`src/rtl/npu_cfg_pkg.sv`:
```
// Shared definitions for the NPU configuration path: loader FSM states and
// the bit positions of the fields inside a neuron-block header word.
package npu_cfg_pkg;

    typedef enum logic [2:0] {
        IDLE = 3'd0,
        HDR  = 3'd1,
        BIAS = 3'd2,
        WGT  = 3'd3,
        ERR  = 3'd4
    } state_t;

    localparam int unsigned LAYER_MSB   = 31;
    localparam int unsigned LAYER_LSB   = 24;
    localparam int unsigned NEURON_MSB  = 23;
    localparam int unsigned NEURON_LSB  = 16;
    localparam int unsigned COUNT_MSB   = 15;
    localparam int unsigned COUNT_LSB   = 0;

    localparam int unsigned FIELD_WIDTH = LAYER_MSB - LAYER_LSB + 1;
    localparam int unsigned COUNT_WIDTH = COUNT_MSB - COUNT_LSB + 1;
    localparam int unsigned CFG_WIDTH   = 32;
    localparam int unsigned BLOCK_WIDTH = 16;

endpackage

```
`src/rtl/weight_loader.sv`:
```
// Configuration master for the neuron array: parses a host word stream of
// {header, bias, N weights} blocks and drives the shared weight/bias bus.
module weight_loader
    import npu_cfg_pkg::*;
#(
    parameter int unsigned NUM_LAYERS  = 4,
    parameter int unsigned MAX_WEIGHTS = 1024,
    parameter int unsigned DATA_WIDTH  = 32
) (
    input  logic                   clk_i,
    input  logic                   rst_i,
    input  logic                   start_i,
    input  logic                   sValid_i,
    input  logic [DATA_WIDTH-1:0]  sData_i,
    input  logic                   sLast_i,
    output logic                   sReady_o,
    output logic                   weightValid_or,
    output logic [DATA_WIDTH-1:0]  weightValue_or,
    output logic                   biasValid_or,
    output logic [DATA_WIDTH-1:0]  biasValue_or,
    output logic [CFG_WIDTH-1:0]   configLayerNumber_or,
    output logic [CFG_WIDTH-1:0]   configNeuronNumber_or,
    output logic                   busy_o,
    output logic                   done_or,
    output logic                   error_or,
    output logic [BLOCK_WIDTH-1:0] blockCount_or
);

    state_t                  state;
    logic [COUNT_WIDTH-1:0]  remaining;

    logic [FIELD_WIDTH-1:0]  hdr_layer;
    logic [FIELD_WIDTH-1:0]  hdr_neuron;
    logic [COUNT_WIDTH-1:0]  hdr_count;
    logic                    hdr_bad;
    logic                    accept;

    // Header field extraction and validity of the word currently offered
    always_comb begin
        hdr_layer  = sData_i[LAYER_MSB:LAYER_LSB];
        hdr_neuron = sData_i[NEURON_MSB:NEURON_LSB];
        hdr_count  = sData_i[COUNT_MSB:COUNT_LSB];
        hdr_bad    = (hdr_count == '0)
                  || (32'(hdr_count) > MAX_WEIGHTS)
                  || (32'(hdr_layer) >= NUM_LAYERS)
                  || sLast_i;
    end

    // Ready and busy are pure functions of state so the host sees them same-cycle
    always_comb begin
        sReady_o = (state == HDR) || (state == BIAS) || (state == WGT);
        busy_o   = sReady_o;
        accept   = sValid_i && sReady_o;
    end

    // Loader FSM with the remaining/block counters and all registered outputs
    always_ff @(posedge clk_i or posedge rst_i) begin
        if (rst_i) begin
            state                 <= IDLE;
            remaining             <= '0;
            weightValid_or        <= 1'b0;
            weightValue_or        <= '0;
            biasValid_or          <= 1'b0;
            biasValue_or          <= '0;
            configLayerNumber_or  <= '0;
            configNeuronNumber_or <= '0;
            done_or               <= 1'b0;
            error_or              <= 1'b0;
            blockCount_or         <= '0;
        end else begin
            weightValid_or <= 1'b0;
            biasValid_or   <= 1'b0;
            done_or        <= 1'b0;
            case (state)
                IDLE: begin
                    if (start_i) begin
                        state         <= HDR;
                        blockCount_or <= '0;
                        error_or      <= 1'b0;
                    end
                end
                HDR: begin
                    if (accept) begin
                        if (hdr_bad) begin
                            state    <= ERR;
                            error_or <= 1'b1;
                        end else begin
                            configLayerNumber_or  <= CFG_WIDTH'(hdr_layer);
                            configNeuronNumber_or <= CFG_WIDTH'(hdr_neuron);
                            remaining             <= hdr_count;
                            state                 <= BIAS;
                        end
                    end
                end
                BIAS: begin
                    if (accept) begin
                        biasValid_or <= 1'b1;
                        biasValue_or <= sData_i;
                        if (sLast_i) begin
                            state    <= ERR;
                            error_or <= 1'b1;
                        end else begin
                            state <= WGT;
                        end
                    end
                end
                WGT: begin
                    if (accept) begin
                        if (remaining == COUNT_WIDTH'(1)) begin
                            weightValid_or <= 1'b1;
                            weightValue_or <= sData_i;
                            blockCount_or  <= blockCount_or + BLOCK_WIDTH'(1);
                            remaining      <= '0;
                            if (sLast_i) begin
                                done_or <= 1'b1;
                                state   <= IDLE;
                            end else begin
                                state <= HDR;
                            end
                        end else if (sLast_i) begin
                            // Early end of stream: the truncating word is dropped
                            state    <= ERR;
                            error_or <= 1'b1;
                        end else begin
                            weightValid_or <= 1'b1;
                            weightValue_or <= sData_i;
                            remaining      <= remaining - COUNT_WIDTH'(1);
                        end
                    end
                end
                ERR: begin
                    error_or <= 1'b1;
                    if (start_i) begin
                        error_or <= 1'b0;
                        state    <= HDR;
                    end
                end
                default: begin
                    state <= IDLE;
                end
            endcase
        end
    end

endmodule

```
`config.mk`:
```
export PLATFORM = sky130hd
export DESIGN_NAME = weight_loader
export DESIGN_NICKNAME = d
export VERILOG_FILES = /design/src/rtl/npu_cfg_pkg.sv /design/src/rtl/weight_loader.sv
export SDC_FILE = /design/constraint.sdc
export NUM_CORES = 1
export LEC_CHECK = 0
export ABC_AREA = 1
export BUFFER_PORTS_ARGS = -buffer_cell sky130_fd_sc_hd__clkbuf_2
export CELL_PAD_IN_SITES_DETAIL_PLACEMENT = 0
export CELL_PAD_IN_SITES_GLOBAL_PLACEMENT = 1
export CORE_MARGIN = 8
export CORE_UTILIZATION = 37
export DETAILED_ROUTE_END_ITERATION = 8
export PLACE_DENSITY_LB_ADDON = 0.1
export SETUP_SLACK_MARGIN = 0.15
export SLEW_MARGIN = 10
export SYNTH_ARGS = -nofsm -noshare
export SYNTH_HDL_FRONTEND = slang
export SYNTH_SLANG_ARGS = --single-unit
```
`constraint.sdc`:
```
create_clock -name clk_i -period 5.1 [get_ports clk_i]
set_clock_uncertainty 0.15 [all_clocks]
set_input_delay 1.02 -clock clk_i [delete_from_list [all_inputs] [get_ports clk_i]]
set_output_delay 1.02 -clock clk_i [all_outputs]
set_load 0.02 [all_outputs]
```
# Yosys cells after proc, flatten, opt, wreduce, memory -nomap -nowiden
# Index checks and enable logic that the tools add are counted.
# totals
ff_bits,119
inputBits,37
out_inout_bits,150
elab_cells,93
# op_classes
n_addsub,2
order_cmp,2
n_eq_ne,17
muxes,41
n_bitwise,1
n_reduce_logical,19
# ops
op,count
16-bit two-way mux,8
32-bit two-way mux,2
16-bit one-hot mux with 2 select lines,2
3-bit two-way mux,8
1-bit two-way mux,19
16-bit by 1-bit adder with 16-bit output (second input constant),1
16-bit by 1-bit equality test with 1-bit output (second input constant),1
16-bit by 11-bit greater-than comparator with 1-bit output (second input constant),1
16-bit zero test,1
16-bit by 1-bit subtractor with 16-bit output (second input constant),1
2-bit != test (second input constant),7
3-bit one-hot mux with 4 select lines,1
5-bit AND reduction,2
8-bit by 3-bit >= comparator with 1-bit output (second input constant),1
7-bit AND reduction,1
3-bit by 2-bit equality test with 1-bit output (second input constant),2
2-bit by 1-bit != test with 1-bit output (second input constant),3
3-bit by 2-bit != test with 1-bit output (second input constant),2
3-bit AND reduction,2
1-bit logical OR,5
1-bit one-hot mux with 5 select lines,1
5-bit nonzero test,1
4-bit AND reduction,1
2-bit nonzero test,2
7 further kinds,7

# Depth between registers and ports, before layout
# Gate-level depths: netlist of run 1.
# logic_depth
word_depth,7
ltp_mapped,12
ltp_nobuf,12

# Least setup slack after synthesis of run 1
# OpenSTA, ideal clock, no wires.
# synth_timing
path_type,input to register
start,input port sData_i[4]
end,register remaining[2]
setup_time_ns,0.117
arrival_ns,1.986
required_ns,4.833
slack_ns,2.848
path_stages,9
n_path_buf,1
path_cell_list,nor2_1 -> nand3_1 -> o21ai_1 -> nand3_1 -> nand2_2 -> nand3_4 -> buf_6 -> nand2_1 -> nand2_1
# synth_between
elab_chain_cells,6
elab_cells_between_ends,7
cone_classes,order compare: 1; eq/ne: 1; reduce/logical: 5
# synth_rtl
element,line,source
"start, declared",weight_loader.sv:14,"input logic [DATA_WIDTH-1:0] sData_i,"
16-bit by 11-bit greater-than comparator with 1-bit output / 16-bit zero test (equally long branches),"weight_loader.sv:44, weight_loader.sv:43",
1-bit logical OR *,weight_loader.sv:44,|| (32'(hdr_count) > MAX_WEIGHTS)
1-bit logical OR *,weight_loader.sv:45,|| (32'(hdr_layer) >= NUM_LAYERS)
1-bit logical OR *,weight_loader.sv:46,|| sLast_i;
2-bit != test (no source line) *,-,
5-bit AND reduction (no source line) *,-,
"end signal, assigned",weight_loader.sv:90,remaining <= hdr_count;
"end signal, assigned",weight_loader.sv:127,remaining <= remaining - COUNT_WIDTH'(1);
"end, declared",weight_loader.sv:30,logic [COUNT_WIDTH-1:0] remaining;
# Every way passes the cells marked *; elsewhere a longest branch is shown, timed or not.
# A chain may end at the register's enable or synchronous reset.

# Final worst setup path of run 1
# layout_timing
start,register state[2]
end,register blockCount_or[5]
# layout_between
elab_chain_cells,6
elab_cells_between_ends,13
cone_classes,eq/ne: 6; mux: 1; reduce/logical: 6
# layout_rtl
element,line,source
"start, declared",weight_loader.sv:29,state_t state;
"start signal, assigned",weight_loader.sv:59,state <= IDLE;
"start signal, assigned",weight_loader.sv:77,state <= HDR;
"start signal, assigned",weight_loader.sv:85,state <= ERR;
3-bit by 1-bit equality test with 1-bit output / 3-bit by 2-bit equality test with 1-bit output (equally long branches),weight_loader.sv:51,sReady_o = (state == HDR) || (state == BIAS) || (state == WGT);
1-bit logical OR (2 in series),weight_loader.sv:51,
1-bit logical AND,weight_loader.sv:53,accept = sValid_i && sReady_o;
2-bit != test (no source line),-,
4-bit AND reduction (no source line),-,
"end signal, assigned",weight_loader.sv:112,blockCount_or <= blockCount_or + BLOCK_WIDTH'(1);
"end, declared",weight_loader.sv:26,output logic [BLOCK_WIDTH-1:0] blockCount_or
# Parallel ways exist; a longest one is shown, timed or not.

==> flow_summary_export.csv, run 1 <==
group,metric,value,unit
run_status,status,"finished clean",
finish,final_layout_size_suffix_gt1_frac,0.203,
drt,ant_nets,0,
drt,wl_met3,987,µm
drt,drt_wl_total,17600,µm
grt,antenna_found_initial,0,
worst_setup_path,rr_startpoint,"state[2]",
cts,clk_path_buf_depth,2,
power_and_ir_drop,seqPwrFrac,0.363,
drt,dr.pass1.iters,4,
grt,track_usage,0.173,
drt,num_vias,5337,
drt,dr_wl_met2,7960,µm
power_and_ir_drop,power.share.switching,0.355,
worst_setup_path,critPathLaunch,"state[2]",
finish,syn2layout_area_growth,20.6,%
cts,post_cts_buffers,0,
logic_synthesis,muxShareOfSynthArea,0,
finish,postLayoutCoreUtil,0.451,
worst_setup_path,r2r_cells,9,
drt,avgViaCountPerCell,4.62,
power_and_ir_drop,p_comb_frac,0.228,
worst_setup_path,path_max_fanout,22,
placed_design,gp_congestion,0.844,
floorplanning,row_count,47,
sta,max_freq,304,MHz
power_and_ir_drop,p_clk_frac,0.409,
job,maxCapViolations,0,
worst_setup_path,critical_path.endpoint_type,"register",
floorplanning,pin_count,187,
floorplanning,die-area,21000,µm²
floorplanning,die_h,145,µm
grt,grt_first_pass_wirelength,28200,µm
cts,htreeDepth,4,
finish,layout.area.seq,2980,µm²
cts,cts-resized-gates,0,
drt,routedWlPerCell,15.2,µm
drt,wl_met1,8380,µm
logic_synthesis,syn-cell-area,6140,µm²
sta,finalSetupViolCount,0,
logic_synthesis,avgSynthCellArea,7.75,µm²
drt,drc,0,
logic_synthesis,synthAdderAreaFrac,0.00612,
cts,clock_tree.root_cell,"clkbuf_16",
worst_setup_path,critPathKind,"register to register",
worst_setup_path,cp-start-kind,"register",
sta,tns,0,ns
finish,nFillCells,1712,
placed_design,place_ws,1.75,ns
power_and_ir_drop,internal_power,2.03,mW
finish,multi_input_area,2530,µm²
cts,clock-sinks,119,
worst_setup_path,crit_required,5.29,ns
sta,fin_crit_sh,0.646,
logic_synthesis,synth_compound_area_frac,0.0856,
cts,cts_tree,"done",
drt,highest_layer,"met4",
sta,finalHoldViolCount,0,
logic_synthesis,syn-instance-count,792,
placed_design,dp_hpwl,12900,µm
cts,clkTransAtPathRegs,0.06,ns
sta,worstMarginPinSlew,1.10,ns
sta,timing.final.ws_setup,1.81,ns
power_and_ir_drop,power.total,3.15,mW
sta,finalCriticalPeriod,3.29,ns
finish,diodes,0,
logic_synthesis,synthSimpleGateAreaFrac,0.271,
grt,grt_pass1_vias,5319,
power_and_ir_drop,p_leak,4.05,nW
logic_synthesis,synth_top_family_by_area,"simple AND/OR/NAND/NOR gates",
worst_setup_path,crit_path_end,"blockCount_or[5]",
grt,grt_max_degree,87,
worst_setup_path,arrival,3.49,ns
power_and_ir_drop,ir_drop,0.000263,V
logic_synthesis,ys_warn_count,0,
logic_synthesis,synth_cell_types,32,
power_and_ir_drop,power_density,426,nW/µm²
floorplanning,core_area,16400,µm²
placed_design,place_area,6770,µm²
cts,cts-buffers-inserted,17,
placed_design,port_buffers,138,
sta,holdWs,0.318,ns
cts,insertion_delay,0.42,ns
min_path,hp-class,"register to register",
finish,fin_cells,1155,
logic_synthesis,synthXorXnorAreaFrac,0.0200,
sta,drv_slew,0,
power_and_ir_drop,switchingPower,1.12,mW
sta,relSlewSlack,0.265,
floorplanning,die_w,145,µm
sta,rsz0062_at_grt,"no",
floorplanning,start_util,0.374,
worst_setup_path,r2r-end,"blockCount_or[5]",
finish,stdcell_area,7400,µm²
finish,nets,962,
worst_setup_path,reg2reg_setup_slack,1.81,ns
logic_synthesis,synth-seq-area-share,0.485,
cts,ctsHoldBuffers,0,
grt,grt_overflow,0,
drt,drt_iter0_markers,279,
placed_design,dp.cells,1123,
logic_synthesis,yosys_register_bits,119,
[flip-flops by register name, indices dropped and copies added, names as in the netlist]
register               count
biasValid_or               1
error_or                   1
state                      3
remaining                 16
done_or                    1
blockCount_or             16
biasValue_or              32
configNeuronNumber_or      8
configLayerNumber_or       8
weightValid_or             1
weightValue_or            32
[cell usage after synthesis]
cell,number,area [µm²]
xor2_1,10,87.6
ha_1,3,37.5
conb_1,1,3.75
buf_6,5,56.3
o21bai_1,2,15.0
clkbuf_1,8,30.0
xnor2_1,4,35.0
buf_4,49,368
a21oi_4,1,16.3
o21ai_0,55,275
inv_1,73,274
a21o_1,1,7.51
nand3_4,1,17.5
o21ai_1,30,150
a22oi_1,1,7.51
dfrtp_1,119,2980
nand3b_1,2,15.0
nand4_1,4,25.0
nand3_2,2,20.0
nand2_2,3,18.8
nand2_4,1,11.3
nor2_2,5,31.3
nand3_1,53,265
o211ai_1,1,7.51
buf_2,12,60.1
nand2_1,257,965
nor3_1,5,25.0
nor2_1,71,267
o22ai_1,5,31.3
clkbuf_2,1,5.00
a21oi_1,3,15.0
inv_2,4,15.0
[worst max-delay path, stage by stage (launching register included)]
cell and delay, ns:
dfrtp_1 0.43, inv_2 0.10, nand3_1 0.65, inv_2 0.60, nand3_2 0.17, nand2_1 0.11, nand2_1 0.42, inv_2 0.37
nand3_1 0.11, o21ai_1 0.10
[layer usage]
| layer | GRT usage | vias up |
|---|---|---|
| met3 | 0.0344 | 19 |
| met1 | 0.231 | 2503 |
| met4 | 0.0679 | 0 |
| met5 | 0 | - |
| li1 | - | 2652 |
| met2 | 0.271 | 163 |
[cells in the final DEF (no fill, tap or decap), drive strengths merged]
| cell | count |
|---|---|
| a22oi | 1 |
| clkinvlp | 1 |
| nand2 | 261 |
| o22ai | 5 |
| o211ai | 1 |
| o21bai | 2 |
| a21o | 1 |
| buf | 1 |
| o21ai | 85 |
| nor2 | 76 |
| xnor2 | 4 |
| nand3b | 2 |
| dfrtp | 119 |
| nand3 | 56 |
| xor2 | 10 |
| nand4 | 4 |
| a21oi | 4 |
| conb | 48 |
| ha | 3 |
| clkbuf | 155 |
| clkinv | 2 |
| nor3 | 5 |
| bufinv | 3 |
| inv | 86 |
[logic make-up after synthesis]
group | count (synthesis)
simple gates | 404
buf+inv | 152
flops | 119
compound gates | 99
xor+xnor | 14
fa+ha+maj | 3
other cells | 1
[final cells by class]
type / count / share of cell area
clock buffer: 17 / 0.0575
clock inverter: 15 / 0.0276
inverter: 77 / 0.0394
multi-input combinational: 568 / 0.342
sequential: 119 / 0.402
tap: 220 / 0.0372
timing repair buffer: 139 / 0.0943
[power by group through the flow]
stage / Clock (mW) / Sequential [mW] / Combinational [mW]
global route: 1.36 / 1.16 / 0.818
floorplan: 0 / 1.15 / 0.583
CTS: 1.32 / 1.14 / 0.724
detailed placement: 0 / 1.16 / 0.720
finish: 1.29 / 1.15 / 0.718
global placement: 0 / 1.16 / 0.713
[worst min-delay path by stage]
stage               slack [ns]  cells after the start                       to                    start
floorplan                 0.31                      2             remaining[1]             remaining[1]
global placement          0.30                      2  configLayerNumber_or[2]  configLayerNumber_or[2]
detailed placement        0.30                      2  configLayerNumber_or[2]  configLayerNumber_or[2]
CTS                       0.32                      2  configLayerNumber_or[2]  configLayerNumber_or[2]
global route              0.35                      2  configLayerNumber_or[5]  configLayerNumber_or[5]
finish                    0.32                      2  configLayerNumber_or[6]  configLayerNumber_or[6]
Note: power is estimated with default switching activity, not from simulation.
==> run 2, diff against run 1 <==
- clock period: 5.1 -> 3.2 ns (I/O delays scaled with it)
==> run 2 against run 1 <==
Against the previous run:
- wire length down 1.4%
- sequential cell count unchanged
- sequential share of layout area down 0.36 points
==> flow_summary_export.csv, run 2 (same netlist as run 1, synthesis figures left out) <==
group,metric,value,unit
power_and_ir_drop,p_leak,4.08,nW
finish,stdcell_area,7470,µm²
worst_setup_path,r2r_cells,9,
drt,highest_layer,"met4",
worst_setup_path,slowest_delay,0.43,ns
sta,max_freq,450,MHz
finish,mostFrequentLayoutCell,"nand2_1",
drt,ant_nets,0,
worst_setup_path,r2r-end,"blockCount_or[5]",
cts,ctsHoldBuffers,0,
worst_setup_path,cp-start-kind,"register",
placed_design,dp_hpwl,12700,µm
drt,routedWlPerCell,14.9,µm
drt,drt_iter0_markers,339,
power_and_ir_drop,power.total,5.05,mW
power_and_ir_drop,switchingPower,1.70,mW
worst_setup_path,rr_startpoint,"state[2]",
drt,dr_wl_met2,7720,µm
worst_setup_path,cp_slowest_cell,"dfrtp_1",
floorplanning,core_area,16400,µm²
sta,relSlewSlack,0.514,
drt,drc,0,
power_and_ir_drop,internal_power,3.36,mW
drt,num_vias,5289,
drt,avgViaCountPerCell,4.56,
cts,clock_tree.root_cell,"clkbuf_16",
finish,syn2layout_area_growth,21.7,%
floorplanning,start_util,0.374,
min_path,hp-class,"input port to async pin",
sta,finalHoldViolCount,0,
cts,clock-sinks,119,
cts,cts-resized-gates,0,
worst_setup_path,path_max_fanout,16,
run_status,status,"finished clean",
grt,grt_overflow,0,
sta,tns,0,ns
power_and_ir_drop,p_clk_frac,0.410,
finish,final_layout_size_suffix_gt1_frac,0.207,
sta,finalSetupViolCount,0,
power_and_ir_drop,ir_drop,0.000383,V
placed_design,gp_congestion,0.869,
finish,nFillCells,1676,
drt,drt_wl_total,17300,µm
power_and_ir_drop,power_density,677,nW/µm²
worst_setup_path,cp_common_cell,"inv_2",
cts,htreeDepth,4,
grt,track_usage,0.172,
cts,clk_path_buf_depth,2,
cts,clkTransAtPathRegs,0.06,ns
floorplanning,row_count,47,
power_and_ir_drop,power.share.switching,0.336,
floorplanning,die_h,145,µm
cts,cts_tree,"done",
floorplanning,die_w,145,µm
job,maxCapViolations,0,
cts,insertion_delay,0.41,ns
finish,final_cell_mix,"nand2_1 (256), clkbuf_2 (138), dfrtp_1 (119)",
worst_setup_path,crit_required,3.39,ns
cts,cts-buffers-inserted,17,
sta,finalCriticalPeriod,2.22,ns
finish,nets,967,
placed_design,place_area,6820,µm²
worst_setup_path,path_cells,"inv_2 > nand3_1 > inv_2 > nand3_2 > nand2_1 > nand2_1 > inv_2 > nand3_1 > o21ai_1",
worst_setup_path,critPathKind,"register to register",
grt,antenna_found_initial,0,
power_and_ir_drop,p_comb_frac,0.230,
grt,grt_pass1_vias,5302,
worst_setup_path,reg2reg_setup_slack,0.98,ns
power_and_ir_drop,seqPwrFrac,0.361,
worst_setup_path,critical_path.endpoint_type,"register",
finish,diodes,0,
finish,largestRegisters,"biasValue_or (32), weightValue_or (32)",
grt,grt_first_pass_wirelength,28200,µm
drt,wl_met3,971,µm
finish,multi_input_area,2530,µm²
drt,wl_met1,8340,µm
drt,dr.pass1.iters,4,
sta,fin_crit_sh,0.695,
floorplanning,pin_count,187,
sta,rsz0062_at_grt,"no",
cts,post_cts_buffers,0,
worst_setup_path,arrival,2.41,ns
sta,worstMarginPinSlew,0.726,ns
sta,drv_slew,0,
placed_design,port_buffers,138,
grt,grt_max_degree,120,
finish,layout.area.seq,2980,µm²
floorplanning,die-area,21000,µm²
[run 2: layer usage]
layer	track usage	vias to the layer above
met5	0	-
met4	0.0668	0
met3	0.0351	26
met2	0.262	159
met1	0.235	2438
li1	-	2666
[run 2: power groups by stage]
stage | combinational [mW] | clock [mW] | sequential (mW)
5_1_grt | 1.34 | 2.19 | 1.85
6_report | 1.16 | 2.07 | 1.82
3_3_place_gp | 1.16 | 0 | 1.84
2_1_floorplan | 0.929 | 0 | 1.83
3_5_place_dp | 1.17 | 0 | 1.85
4_1_cts | 1.18 | 2.12 | 1.82
[run 2: how the worst max path moves through the flow]
stage | startpoint | endpoint | slack [ns] | cells after the start
3_5_place_dp | sLast_i | configNeuronNumber_or[4] | 0.69 | 8
4_1_cts | state[2] | blockCount_or[5] | 0.96 | 9
6_report | state[2] | blockCount_or[5] | 0.98 | 9
2_1_floorplan | rst_i | biasValid_or | 0.95 | 1
3_3_place_gp | sLast_i | configNeuronNumber_or[6] | 0.77 | 8
5_1_grt | state[2] | blockCount_or[5] | 0.73 | 9
[run 2: per-stage QoR]
stage / hold WS [ns] / util / instances / worst slack (ns)
final: 0.241 / 0.455 / 1160 / 0.976
after global routing: 0.319 / 0.455 / 1160 / 0.735
after CTS: 0.291 / 0.455 / 1160 / 0.961
after detailed placement: 0.310 / 0.416 / 1128 / 0.690
after global placement: 0.306 / 0.416 / 1128 / 0.771
after floorplan: 0.314 / - / 839 / 0.955
[run 2: area by class of cell]
cell class | count | area share
flip-flops and latches | 119 | 0.399
clock buffers | 19 | 0.0607
clock inverters | 13 | 0.0256
inverters | 77 | 0.0392
well taps | 220 | 0.0369
multi-input cells | 568 | 0.339
repair buffers | 144 | 0.100
[run 2: critical path: cells and delay by family, from the launching register on]
kind / cells / cell delay (ns)
AO/OA/AOI/OAI: 1 / 0.09
buffers and inverters: 3 / 0.71
flip-flops: 1 / 0.43
AND/OR/NAND/NOR: 5 / 0.77
==> run 3, diff against run 2 <==
- ABC_AREA: 1 -> 0
- CORE_UTILIZATION: 37 -> 39
- clock period: 3.2 -> 2.3 ns (I/O delays scaled with it)
==> run 3 against run 2 <==
Against the previous run:
- register-to-register slack worse by 0.89 ns
- non-clock buffer count rose by 79
- setup slack got worse by 0.89 ns
- clock-buffer cell count up 1
==> flow_summary_export.csv, run 3 <==
group,metric,value,unit
run_status,status,"finished clean",
cts,clkTransAtPathRegs,0.06,ns
sta,rsz0062_at_grt,"yes",
drt,routedWlPerCell,19.0,µm
finish,diodes,0,
sta,fin_crit_sh,0.962,
drt,drt_wl_total,17400,µm
finish,syn2layout_area_growth,43.4,%
grt,use_met2,0.263,
cts,cts_tree,"done",
floorplanning,die-area,19000,µm²
power_and_ir_drop,power_density,707,nW/µm²
sta,finalSetupViolCount,0,
grt,antenna_found_initial,0,
power_and_ir_drop,power.total,5.88,mW
finish,mostFrequentLayoutCell,"clkbuf_2",
job,maxCapViolations,0,
worst_setup_path,cp-start-kind,"register",
cts,clk_path_buf_depth,2,
logic_synthesis,synth_top_area_share,0.513,
worst_setup_path,r2r_cells,8,
finish,final_cell_mix,"clkbuf_2 (138), dfrtp_1 (118), buf_4 (65)",
grt,track_usage,0.177,
placed_design,gp_congestion,0.837,
floorplanning,pin_count,187,
placed_design,place_ws,-0.0745,ns
worst_setup_path,arrival,2.35,ns
placed_design,port_buffers,138,
logic_synthesis,synth_common_cells,"dfrtp_1 (119), mux2_2 (75), buf_4 (49)",
power_and_ir_drop,p_leak,4.08,nW
logic_synthesis,avgSynthCellArea,11.6,µm²
cts,clock_tree.root_cell,"clkbuf_16",
logic_synthesis,syn-cell-area,5800,µm²
floorplanning,core_area,14500,µm²
sta,relSlewSlack,0.542,
grt,grt_overflow,0,
drt,avgViaCountPerCell,5.16,
min_path,hp-class,"input port to async pin",
grt,grt_first_pass_wirelength,26100,µm
finish,nFillCells,1266,
grt,grtUsageMet1,0.223,
finish,fin_cells,916,
power_and_ir_drop,ir_drop,0.000461,V
floorplanning,die_h,138,µm
grt,grt_pass1_vias,4937,
worst_setup_path,crit_path_end,"blockCount_or[8]",
drt,dr.pass1.iters,4,
floorplanning,start_util,0.399,
cts,insertion_delay,0.42,ns
finish,final_layout_size_suffix_gt1_frac,0.538,
logic_synthesis,synth_area_leaders,"dfrtp_1 (51%), mux2_2 (15%), buf_4 (6.3%)",
logic_synthesis,ys.flop_type,"dfrtp_1",
placed_design,dp_hpwl,11900,µm
sta,worstMarginPinSlew,0.687,ns
grt,top_usage_layer,"met2",
logic_synthesis,synth_cell_types,54,
logic_synthesis,ys_warn_count,0,
sta,timing.final.ws_setup,0.0881,ns
placed_design,dp.cells,861,
logic_synthesis,syn-instance-count,502,
sta,finalHoldViolCount,0,
sta,drv_slew,0,
logic_synthesis,yosysTopAreaCell,"dfrtp_1",
finish,nets,759,
worst_setup_path,crit_required,2.44,ns
drt,drc,0,
worst_setup_path,path_max_fanout,8,
drt,drt_iter0_markers,231,
worst_setup_path,critPathLaunch,"remaining[1]",
cts,clock-sinks,119,
logic_synthesis,synthArstFlopShare,1.00,
worst_setup_path,critPathKind,"register to register",
grt,grt_max_degree,120,
sta,finalCriticalPeriod,2.21,ns
worst_setup_path,rr_startpoint,"remaining[1]",
grt,met3_usage,0.0815,
floorplanning,die_w,138,µm
sta,max_freq,452,MHz
worst_setup_path,critical_path.endpoint_type,"register",
cts,htreeDepth,4,
floorplanning,row_count,44,
drt,ant_nets,0,
worst_setup_path,r2r-end,"blockCount_or[8]",
cts,cts-buffers-inserted,17,
drt,num_vias,4723,
logic_synthesis,yosys_register_bits,119,
logic_synthesis,synth_most_common_cell,"dfrtp_1",
logic_synthesis,synth-edff-count,0,
worst_setup_path,reg2reg_setup_slack,0.09,ns
logic_synthesis,synth-seq-area-share,0.513,
finish,largestRegisters,"biasValue_or (32), weightValue_or (32)",
-- run 3: logic make-up (layout without fill, tap and decap cells) --
logic type                 after synthesis  count (layout)  synth area share
AOI/OAI and AO/OA                       98             100             0.117
buffers and inverters                   89             270            0.0945
adders and majority gates                3               3           0.00647
muxes                                   77              77             0.149
DFF                                    119             119             0.513
and+or+nand+nor                        115             115             0.119
other                                    1              48          0.000647
-- run 3: routing by layer --
layer | vias up | routed length (µm)
met2 | 168 | 7830
met1 | 2360 | 7560
met4 | 0 | 241
met5 | - | 0
met3 | 19 | 1750
li1 | 2176 | -
-- run 3: power breakdown --
group          leakage, nW  total, mW  internal (mW)  switching (mW)
Sequential            1.61       2.18           2.15          0.0309
Clock                0.303       2.81           1.80            1.01
Combinational         2.17      0.887          0.326           0.562
Total                 4.08       5.88           4.28            1.60
-- run 3: how the worst min path moves through the flow --
stage | slack (ns) | endpoint | start
5_1_grt | 0.13 | blockCount_or[11] | rst_i
6_report | 0.03 | blockCount_or[11] | rst_i
3_5_place_dp | 0.34 | configLayerNumber_or[6] | configLayerNumber_or[6]
4_1_cts | 0.11 | weightValue_or[20] | rst_i
2_1_floorplan | 0.35 | remaining[5] | remaining[5]
3_3_place_gp | 0.33 | configLayerNumber_or[7] | configLayerNumber_or[7]
-- run 3: worst max-delay path, cell delays in order, from the launching register on --
cell and delay, ns:
dfrtp_1 0.39, inv_2 0.08, ha_4 0.12, nor4b_4 0.25
and4_4 0.34, buf_4 0.15, a21oi_4 0.09, o31ai_1 0.40
a21oi_2 0.10
-- run 3: cell type report --
class,instances,area [µm²],share of cell area
multi-input combinational,343,2900,0.349
sequential,119,2980,0.358
clock inverter,12,166,0.0200
tap,184,230,0.0277
clock buffer,20,467,0.0561
inverter,15,60.1,0.00722
timing repair buffer,223,1510,0.182
-- run 3: stage by stage --
step | setup TNS (ns) | hold WS, ns | cell area, µm² | util
floorplan | 0 | 0.352 | 6000 | -
global placement | -0.161 | 0.331 | 6960 | 0.479
detailed placement | -0.0985 | 0.337 | 6960 | 0.479
CTS | 0 | 0.108 | 7730 | 0.532
global route | 0 | 0.130 | 8320 | 0.572
finish | 0 | 0.0278 | 8320 | 0.572
-- run 3: repair_timing --
item | CTS | global route
cloned | 1 | 5
resized for setup | 25 | 104
hold buffers | 0 | 0
buffers inserted | 3 | 14
setup endpoints to repair | 61 | 82
pin swaps | 6 | 20
